## src/rtl/hamming_stream_encoder.sv

```systemverilog
// ---------------------------------------------------------------------------
// hamming_stream_encoder
//
// Streaming Hamming encoder with a 2-entry output FIFO. Each word is encoded
// when it is accepted on the input handshake, and the finished codeword is
// stored in the FIFO until the consumer takes it.
//
// Configuration macro:
//   HAMMING_SECDED_EN  - when defined, appends an overall parity bit at
//                        out_code[CODE_W-1] (SEC-DED). When undefined,
//                        CODE_W = DATA_W + PAR_W.
//
// Parameters:
//   DATA_W  - data bits per codeword
//   PAR_W   - Hamming parity bits per codeword
//
// Ports:
//   clk             in   clock, all state updates on the rising edge
//   rst             in   synchronous active-high reset
//   in_valid        in   input word offered
//   in_ready        out  block can accept a word this cycle
//   in_data         in   data word, bit 0 is data bit 1
//   in_parity_type  in   0 = even parity, 1 = odd parity (per word)
//   out_valid       out  out_code holds a valid codeword
//   out_ready       in   consumer accepts out_code
//   out_code        out  codeword, bit i is code position i+1
// ---------------------------------------------------------------------------
module hamming_stream_encoder #(
  parameter int DATA_W = 4,
  parameter int PAR_W  = 3,
`ifdef HAMMING_SECDED_EN
  localparam int CODE_W = DATA_W + PAR_W + 1
`else
  localparam int CODE_W = DATA_W + PAR_W
`endif
) (
  input  logic              clk,
  input  logic              rst,
  input  logic              in_valid,
  output logic              in_ready,
  input  logic [DATA_W-1:0] in_data,
  input  logic              in_parity_type,
  output logic              out_valid,
  input  logic              out_ready,
  output logic [CODE_W-1:0] out_code
);

  // Width of the plain Hamming part (without the optional overall bit).
  localparam int HAM_W = DATA_W + PAR_W;

  // Reject parameter sets that cannot form a (possibly shortened) code.
  if ((DATA_W < 1) || (DATA_W > ((1 << PAR_W) - PAR_W - 1))) begin : g_bad_data_w
    $error("hamming_stream_encoder: DATA_W=%0d is not valid for PAR_W=%0d",
           DATA_W, PAR_W);
  end

  // The highest parity position must land inside the codeword.
  if ((PAR_W >= 2) && ((1 << (PAR_W - 1)) > HAM_W)) begin : g_bad_short
    $error("hamming_stream_encoder: parity position %0d exceeds code width %0d",
           (1 << (PAR_W - 1)), HAM_W);
  end

  typedef enum logic [1:0] {
    EMPTY = 2'd0,
    ONE   = 2'd1,
    TWO   = 2'd2
  } fifo_state_e;

  // -------------------------------------------------------------------------
  // Encoder. Data bits are placed at non-power-of-two positions in ascending
  // order; each data bit at position pos toggles every parity bit k for which
  // bit k of pos is set, which is exactly "parity k covers positions with
  // bit k set". Parity bit k then goes to position 2^k.
  // -------------------------------------------------------------------------
  function automatic logic [CODE_W-1:0] encode_word(
    input logic [DATA_W-1:0] data,
    input logic              ptype
  );
    logic [CODE_W-1:0] code;
    logic [PAR_W-1:0]  par;
    logic [PAR_W-1:0]  par_shift;
    logic [DATA_W-1:0] rest;
    code = '0;
    par  = '0;
    rest = data;
    for (int pos = 1; pos <= HAM_W; pos++) begin
      if ((pos & (pos - 32'sd1)) != 32'sd0) begin
        code = code | (CODE_W'(rest[0]) << (pos - 32'sd1));
        par  = par ^ (PAR_W'(pos) & {PAR_W{rest[0]}});
        rest = rest >> 1;
      end
    end
    par       = par ^ {PAR_W{ptype}};
    par_shift = par;
    for (int k = 0; k < PAR_W; k++) begin
      code      = code | (CODE_W'(par_shift[0]) << ((32'sd1 << k) - 32'sd1));
      par_shift = par_shift >> 1;
    end
`ifdef HAMMING_SECDED_EN
    code[CODE_W-1] = (^code[HAM_W-1:0]) ^ ptype;
`endif
    return code;
  endfunction

  fifo_state_e       state_r;
  fifo_state_e       state_nxt_s;
  logic [CODE_W-1:0] head_r;
  logic [CODE_W-1:0] tail_r;
  logic [CODE_W-1:0] head_nxt_s;
  logic [CODE_W-1:0] tail_nxt_s;
  logic              out_valid_r;
  logic [CODE_W-1:0] enc_s;
  logic              push_s;
  logic              pop_s;

  // in_ready depends only on FIFO occupancy and reset, never on out_ready.
  assign in_ready  = (~rst) & (state_r != TWO);
  assign push_s    = in_valid & in_ready;
  assign pop_s     = out_valid_r & out_ready;
  assign enc_s     = encode_word(in_data, in_parity_type);
  assign out_valid = out_valid_r;
  // head_r is cleared whenever it is vacated, so it reads 0 while empty.
  assign out_code  = head_r;

  // FIFO next-state and entry update selection.
  always_comb begin
    state_nxt_s = state_r;
    head_nxt_s  = head_r;
    tail_nxt_s  = tail_r;
    case (state_r)
      EMPTY: begin
        if (push_s) begin
          state_nxt_s = ONE;
          head_nxt_s  = enc_s;
        end else begin
          state_nxt_s = EMPTY;
        end
      end
      ONE: begin
        if (push_s && pop_s) begin
          state_nxt_s = ONE;
          head_nxt_s  = enc_s;
        end else if (push_s) begin
          state_nxt_s = TWO;
          tail_nxt_s  = enc_s;
        end else if (pop_s) begin
          state_nxt_s = EMPTY;
          head_nxt_s  = '0;
        end else begin
          state_nxt_s = ONE;
        end
      end
      TWO: begin
        // in_ready is low here, so only a pop can happen.
        if (pop_s) begin
          state_nxt_s = ONE;
          head_nxt_s  = tail_r;
          tail_nxt_s  = '0;
        end else begin
          state_nxt_s = TWO;
        end
      end
      default: begin
        state_nxt_s = EMPTY;
        head_nxt_s  = '0;
        tail_nxt_s  = '0;
      end
    endcase
  end

  // FIFO state register.
  always_ff @(posedge clk) begin
    if (rst) begin
      state_r <= EMPTY;
    end else begin
      state_r <= state_nxt_s;
    end
  end

  // FIFO storage and registered out_valid.
  always_ff @(posedge clk) begin
    if (rst) begin
      head_r      <= '0;
      tail_r      <= '0;
      out_valid_r <= 1'b0;
    end else begin
      head_r      <= head_nxt_s;
      tail_r      <= tail_nxt_s;
      out_valid_r <= (state_nxt_s != EMPTY);
    end
  end

endmodule

```

## config.mk

```make
export PLATFORM = sky130hd
export DESIGN_NAME = hamming_stream_encoder
export DESIGN_NICKNAME = d
export VERILOG_FILES = /design/src/rtl/hamming_stream_encoder.sv
export SDC_FILE = /design/constraint.sdc
export NUM_CORES = 1
export LEC_CHECK = 0
export CAP_MARGIN = 20
export CELL_PAD_IN_SITES_DETAIL_PLACEMENT = 1
export CELL_PAD_IN_SITES_GLOBAL_PLACEMENT = 2
export CORE_UTILIZATION = 33
export DETAILED_ROUTE_END_ITERATION = 12
export GPL_TIMING_DRIVEN = 1
export PLACE_DENSITY_LB_ADDON = 0.1
export SLEW_MARGIN = 20
export SYNTH_ARGS = -nofsm -noshare
export SYNTH_HDL_FRONTEND = slang
export SYNTH_SLANG_ARGS = --single-unit
```

## constraint.sdc

```tcl
create_clock -name clk -period 4.79 [get_ports clk]
set_input_delay 0.7185 -clock clk [delete_from_list [all_inputs] [get_ports clk]]
set_output_delay 0.7185 -clock clk [all_outputs]
set_load 0.02 [all_outputs]
```

Word level (Yosys, flattened, before mapping)
Index checks and enable logic that the tools add are counted.

operators by class
  add/subtract/negate cells = 0
  $mul = 0
  div/mod/pow operators = 0
  $lt $le $gt $ge = 0
  equality and inequality tests = 9
  shift operators = 0
  muxes and demuxes = 14
  bitwise gates (word level) = 15
  reduce and logical (&&, ||, !) cells = 5

operators by type and width
  kind                  number
  $mux W7               6
  $pmux W7 S3           2
  $ne A2 B2 Y1 const B  5
  $xor A3 B3 Y3         3
  $reduce_and A4 Y1     2
  $or A6 B7 Y7          1
  $or A7 B1 Y7          1
  $or A7 B2 Y7          1
  $or A7 B4 Y7          1
  $mux W2               3
  $ne A3 B3 Y1 const B  2
  $or A5 B6 Y6          1
  $pmux W2 S3           1
  $or A3 B5 Y5          1
  $and A1 B1 Y1         3
  $xor A2 B3 Y3         1
  $eq A2 B1 Y1 const B  1
  $eq A2 B2 Y1 const B  1
  $logic_not A2 Y1      1
  $mux W1               2
  $not A1 Y1            2
  $reduce_bool A2 Y1    1
  $logic_and A1 B1 Y1   1

word-level totals
  flip-flop bits (word level) = 17
  latch bits = 0
  memory bits (writable) = 0
  bits in read-only memories = 0
  input bits = 9
  output and inout port bits = 9
  logic and storage cells = 47
  memories = 0

Logic depth before layout (Yosys ltp)
  depth after elaboration = 10
  gate-level depth with buffers = 8

Worst setup path before layout
OpenSTA, ideal clock, no wires.

  kind = input-to-reg
  from = input port out_ready
  to = register tail_r[0]
  data arrival time = 2,072 ps
  data required time = 4,724 ps
  slack = 2,652 ps
  stages on the path = 7
  path through = nand2_1 > inv_1 > ha_1 > nor3b_2 > o21ai_4 > or3b_1 > a21oi_2

between the ends
  longest elaborated chain between the ends = 4

RTL lines
  what                             line  source
  from (decl)                      44    input logic out_ready,
  $and A1 B1 Y1 (*)                119   assign pop_s = out_valid_r & out_ready;
  $logic_and A1 B1 Y1              140   if (push_s && pop_s) begin
  $ne A2 B2 Y1 (no line)           -
  $reduce_and A4 Y1 (no line) (*)  -
  to (signal assigned)             188   tail_r <= tail_nxt_s;
  to (decl)                        108   logic [CODE_W-1:0] tail_r;

Every way passes the cells marked *; elsewhere a longest branch is shown, timed or not.
A chain may end at the register's enable or synchronous reset.

Worst setup path in the final report
  from = register state_r[1]
  to = register tail_r[0]

between the ends
  longest elaborated chain between the ends = 6

RTL lines
  what                         line  source
  from (decl)                  105   fifo_state_e state_r;
  from (signal assigned)       176   state_r <= state_nxt_s;
  $ne A2 B2 Y1                 117   assign in_ready = (~rst) & (state_r != TWO);
  $and A1 B1 Y1                117
  $and A1 B1 Y1                118   assign push_s = in_valid & in_ready;
  $logic_and A1 B1 Y1          140
  $ne A2 B2 Y1 (no line)       -
  $reduce_and A4 Y1 (no line)  -

Several ways; a longest one is shown, not always the timed one.

==> key figures <==
Clocking
  – H-Tree Depth: 1
  – CTS max path bufs: 2
  – Cts hold-fix bufs: 0
  – Post-CTS Resized: 0
  – Clock transition at path regs: 90 ps
  – # clock sinks: 17
  – Root buffer cell: clkbuf_4
  – Clock buffer count from CTS: 3
  – TritonCTS clock tree: yes
  – Postcts setup bufs: 0
  – Clk_lat worst skew: ~310 ps

Synthesis
  – EDFF count, synth: 0
  – Largest area contributor in the netlist: dfxtp_1
  – Synthesized area: slightly above 1000 um^2
  – Synthesis Warnings: 0
  – Register bit total from synthesis: 17
  – Post-synthesis async set-or-reset flop share: 0%
  – Sequential fraction of the synthesis area: about a third
  – Share of the synthesized area in the top cell type: approximately 34%
  – Main synth FF type: dfxtp_1
  – Synth Instances: ~110
  – Synthesized area per cell: just over 9 um^2
  – Synthesized Nets: around 120
  – Top cells by area, synth: dfxtp_1 34%, nand2_1 6.7%, a22o_1 5.2%
  – Yosys cell types: 35

Finish
  – Most frequent cells in the layout: 18 x nand2_1, 17 x clkdlybuf4s50_1, 17 x dfxtp_1
  – Reg area: 340.3 um^2
  – Antenna diodes: 0
  – Most common cell after layout, fill and taps aside: nand2_1
  – Multi-input logic area: just over 600 um^2
  – Final Instance Area: 1206 um^2
  – Share of layout cells above drive strength 1: between 10 and 15%
  – Synth-to-Final Area Change: 18.87%
  – Fin nets: roughly 140
  – FILL cells: 347

STA
  – Clock skew: 18.58 ps
  – Setup violators final: 0
  – Final setup TNS: 0 ps
  – RSZ-0062 raised after global routing: false
  – FMAX: around 0.33 GHz
  – Period utilisation layout: 63.23%
  – Final hold vios: 0
  – Rel. slew slack: 47.23%
  – Max-slew violations: 0
  – Worst-Margin Slew: about 790 ps
  – Tmin final: 3029 ps

Routing
  – DR DRC count: 0
  – Vias/cell: roughly 6
  – Detail Route Antenna Nets: 0
  – WL/cell: around 17 um
  – Pre-Repair DR Iteration Count: 4
  – DRT iter0 DRCs: 16
  – Via count: 915
  – Final WL: about 2.7 mm

Power
  – Total internal power: 0.2301 mW
  – P per Cell Area: around 280 nW/um^2
  – Clk pwr share: between 20% and 30%
  – P_leak: between 0.4 and 0.5 nW
  – Peak supply drop: 0.1720 mV
  – Combinational share of power: between 20 and 30%
  – Sw Share: 32.63%
  – NetSw: around 0.11 mW
  – Seq pwr share: between 40% and 50%

Global route
  – Gr usage total: approximately 18%
  – First-pass GRT wire length: approximately 4.4 mm
  – Initial antenna violation count: 0
  – Largest net degree at the start of global routing: 25
  – Vias in the first global route: around 900
  – GRT overflow: 0

Worst setup path
  – Worst Path Required: 5020 ps
  – Reg2Reg Launch Point: state_r[1]$_SDFF_PP0_
  – Critical path origin: state_r[1]$_SDFF_PP0_
  – RR Endpoint: tail_r[0]$_SDFFE_PP0P_
  – Crit. End Element: flop
  – Worst setup path class: reg2reg
  – Data arrival, critical path: roughly 3300 ps
  – Cell count of the worst reg-to-reg path: 7
  – Crit-path max FO: 24
  – Critical Path Start Type: flop
  – R2r setup slk: roughly 1800 ps
  – CP endpoint: tail_r[0]$_SDFFE_PP0P_

Die
  – # IOs: 18
  – Die height: roughly 57 um
  – DIE WIDTH: 57.45 um
  – Die Footprint: ~3300 um^2
  – Core area: around 2800 um^2
  – Initial Utilization: 35.87%
  – Row count: 19

Placed design
  – Port Buffers: 17
  – Post-Place Cell Area: around 1200 um^2
  – Placer Congestion: roughly 0.8
  – DP HPWL: 1.880 mm

Hold path
  – Type of the worst min-delay path: reg2reg
  – Hold Path Depth: 2

Status
  – Outcome: complete, no violations

Job
  – Max Cap Viol: 0
==> worst min path at each step <==
stage	start	to	slack, ps
CTS	tail_r[6]$_SDFFE_PP0P_	tail_r[6]$_SDFFE_PP0P_	470
detailed placement	tail_r[6]$_SDFFE_PP0P_	tail_r[6]$_SDFFE_PP0P_	450
global placement	tail_r[3]$_SDFFE_PP0P_	tail_r[3]$_SDFFE_PP0P_	440
finish	tail_r[5]$_SDFFE_PP0P_	tail_r[5]$_SDFFE_PP0P_	460
floorplan	tail_r[3]$_SDFFE_PP0P_	tail_r[3]$_SDFFE_PP0P_	430
global route	tail_r[5]$_SDFFE_PP0P_	tail_r[5]$_SDFFE_PP0P_	490
==> critical path, stage by stage (launching register included) <==
cell and delay [ps]:
dfxtp_1 850, nor2b_1 510, nor3_1 160, ha_1 250
nor3b_2 450, o21ai_4 170, or3b_1 430, a21oi_2 120
==> cells in the mapped netlist, drive strengths merged, types with 3 or more instances <==
cell type and number:
nand2 18, nor2 6, ha 3, xnor2 4, clkbuf 4, nand4b 4, dfxtp 17, o21ai 5
a22o 6, a21oi 11, nor2b 3
==> power groups by stage <==
stage,Sequential (mW),Combinational (mW),Clock [mW]
2_1_floorplan,0.168,0.0572,0
3_3_place_gp,0.165,0.0975,0
3_5_place_dp,0.165,0.0980,0
4_1_cts,0.162,0.0987,0.0858
5_1_grt,0.164,0.106,0.0923
6_report,0.162,0.0980,0.0821
==> cell families (layout without fill, tap and decap cells) <==
group           after synthesis  after routing  synth area share, %
mux                           2              2                1.973
compound gates               31             31                23.80
buf+inv                       8             23                5.180
simple gates                 44             44                24.54
flops                        17             17                33.54
xor+xnor                      6              6                7.275
fa+ha+maj                     3              3                3.700
==> state kept, by name, summed over array words and instances (netlist names) <==
| name | flops |
|---|---|
| out_code | 7 |
| out_valid | 1 |
| state_r | 2 |
| tail_r | 7 |
==> layer usage <==
metal | vias up | GRT usage, % | part of all wire (%)
met5 | - | 0 | 0
met1 | 453 | 21.30 | 44
li1 | 432 | - | -
met2 | 21 | 30.07 | 50
met4 | 0 | 7.317 | 2.2
met3 | 9 | 4.989 | 4.4
==> layout make-up <==
| type | count | share of cell area (%) |
|---|---|---|
| well taps | 31 | 3.216 |
| inverters | 2 | 0.6224 |
| multi-input cells | 86 | 51.56 |
| clock inverters | 1 | 0.4149 |
| clock buffers | 3 | 1.867 |
| repair buffers | 17 | 14.11 |
| flip-flops and latches | 17 | 28.22 |
==> through the flow <==
step           setup slack (ps)  total power, mW  instances  utilization, %  hold WS, ps
6_report                   1761           0.3416        157           42.64        463.1
5_1_grt                    1473           0.3619        157           42.64        489.1
4_1_cts                    1731           0.3463        157           42.64        468.3
3_5_place_dp               1411           0.2628        153           41.66        453.0
3_3_place_gp               1462           0.2621        153           41.66        444.5
2_1_floorplan              2652           0.2257        111               -        429.7
No activity file was read; power rests on OpenSTA's default activity.
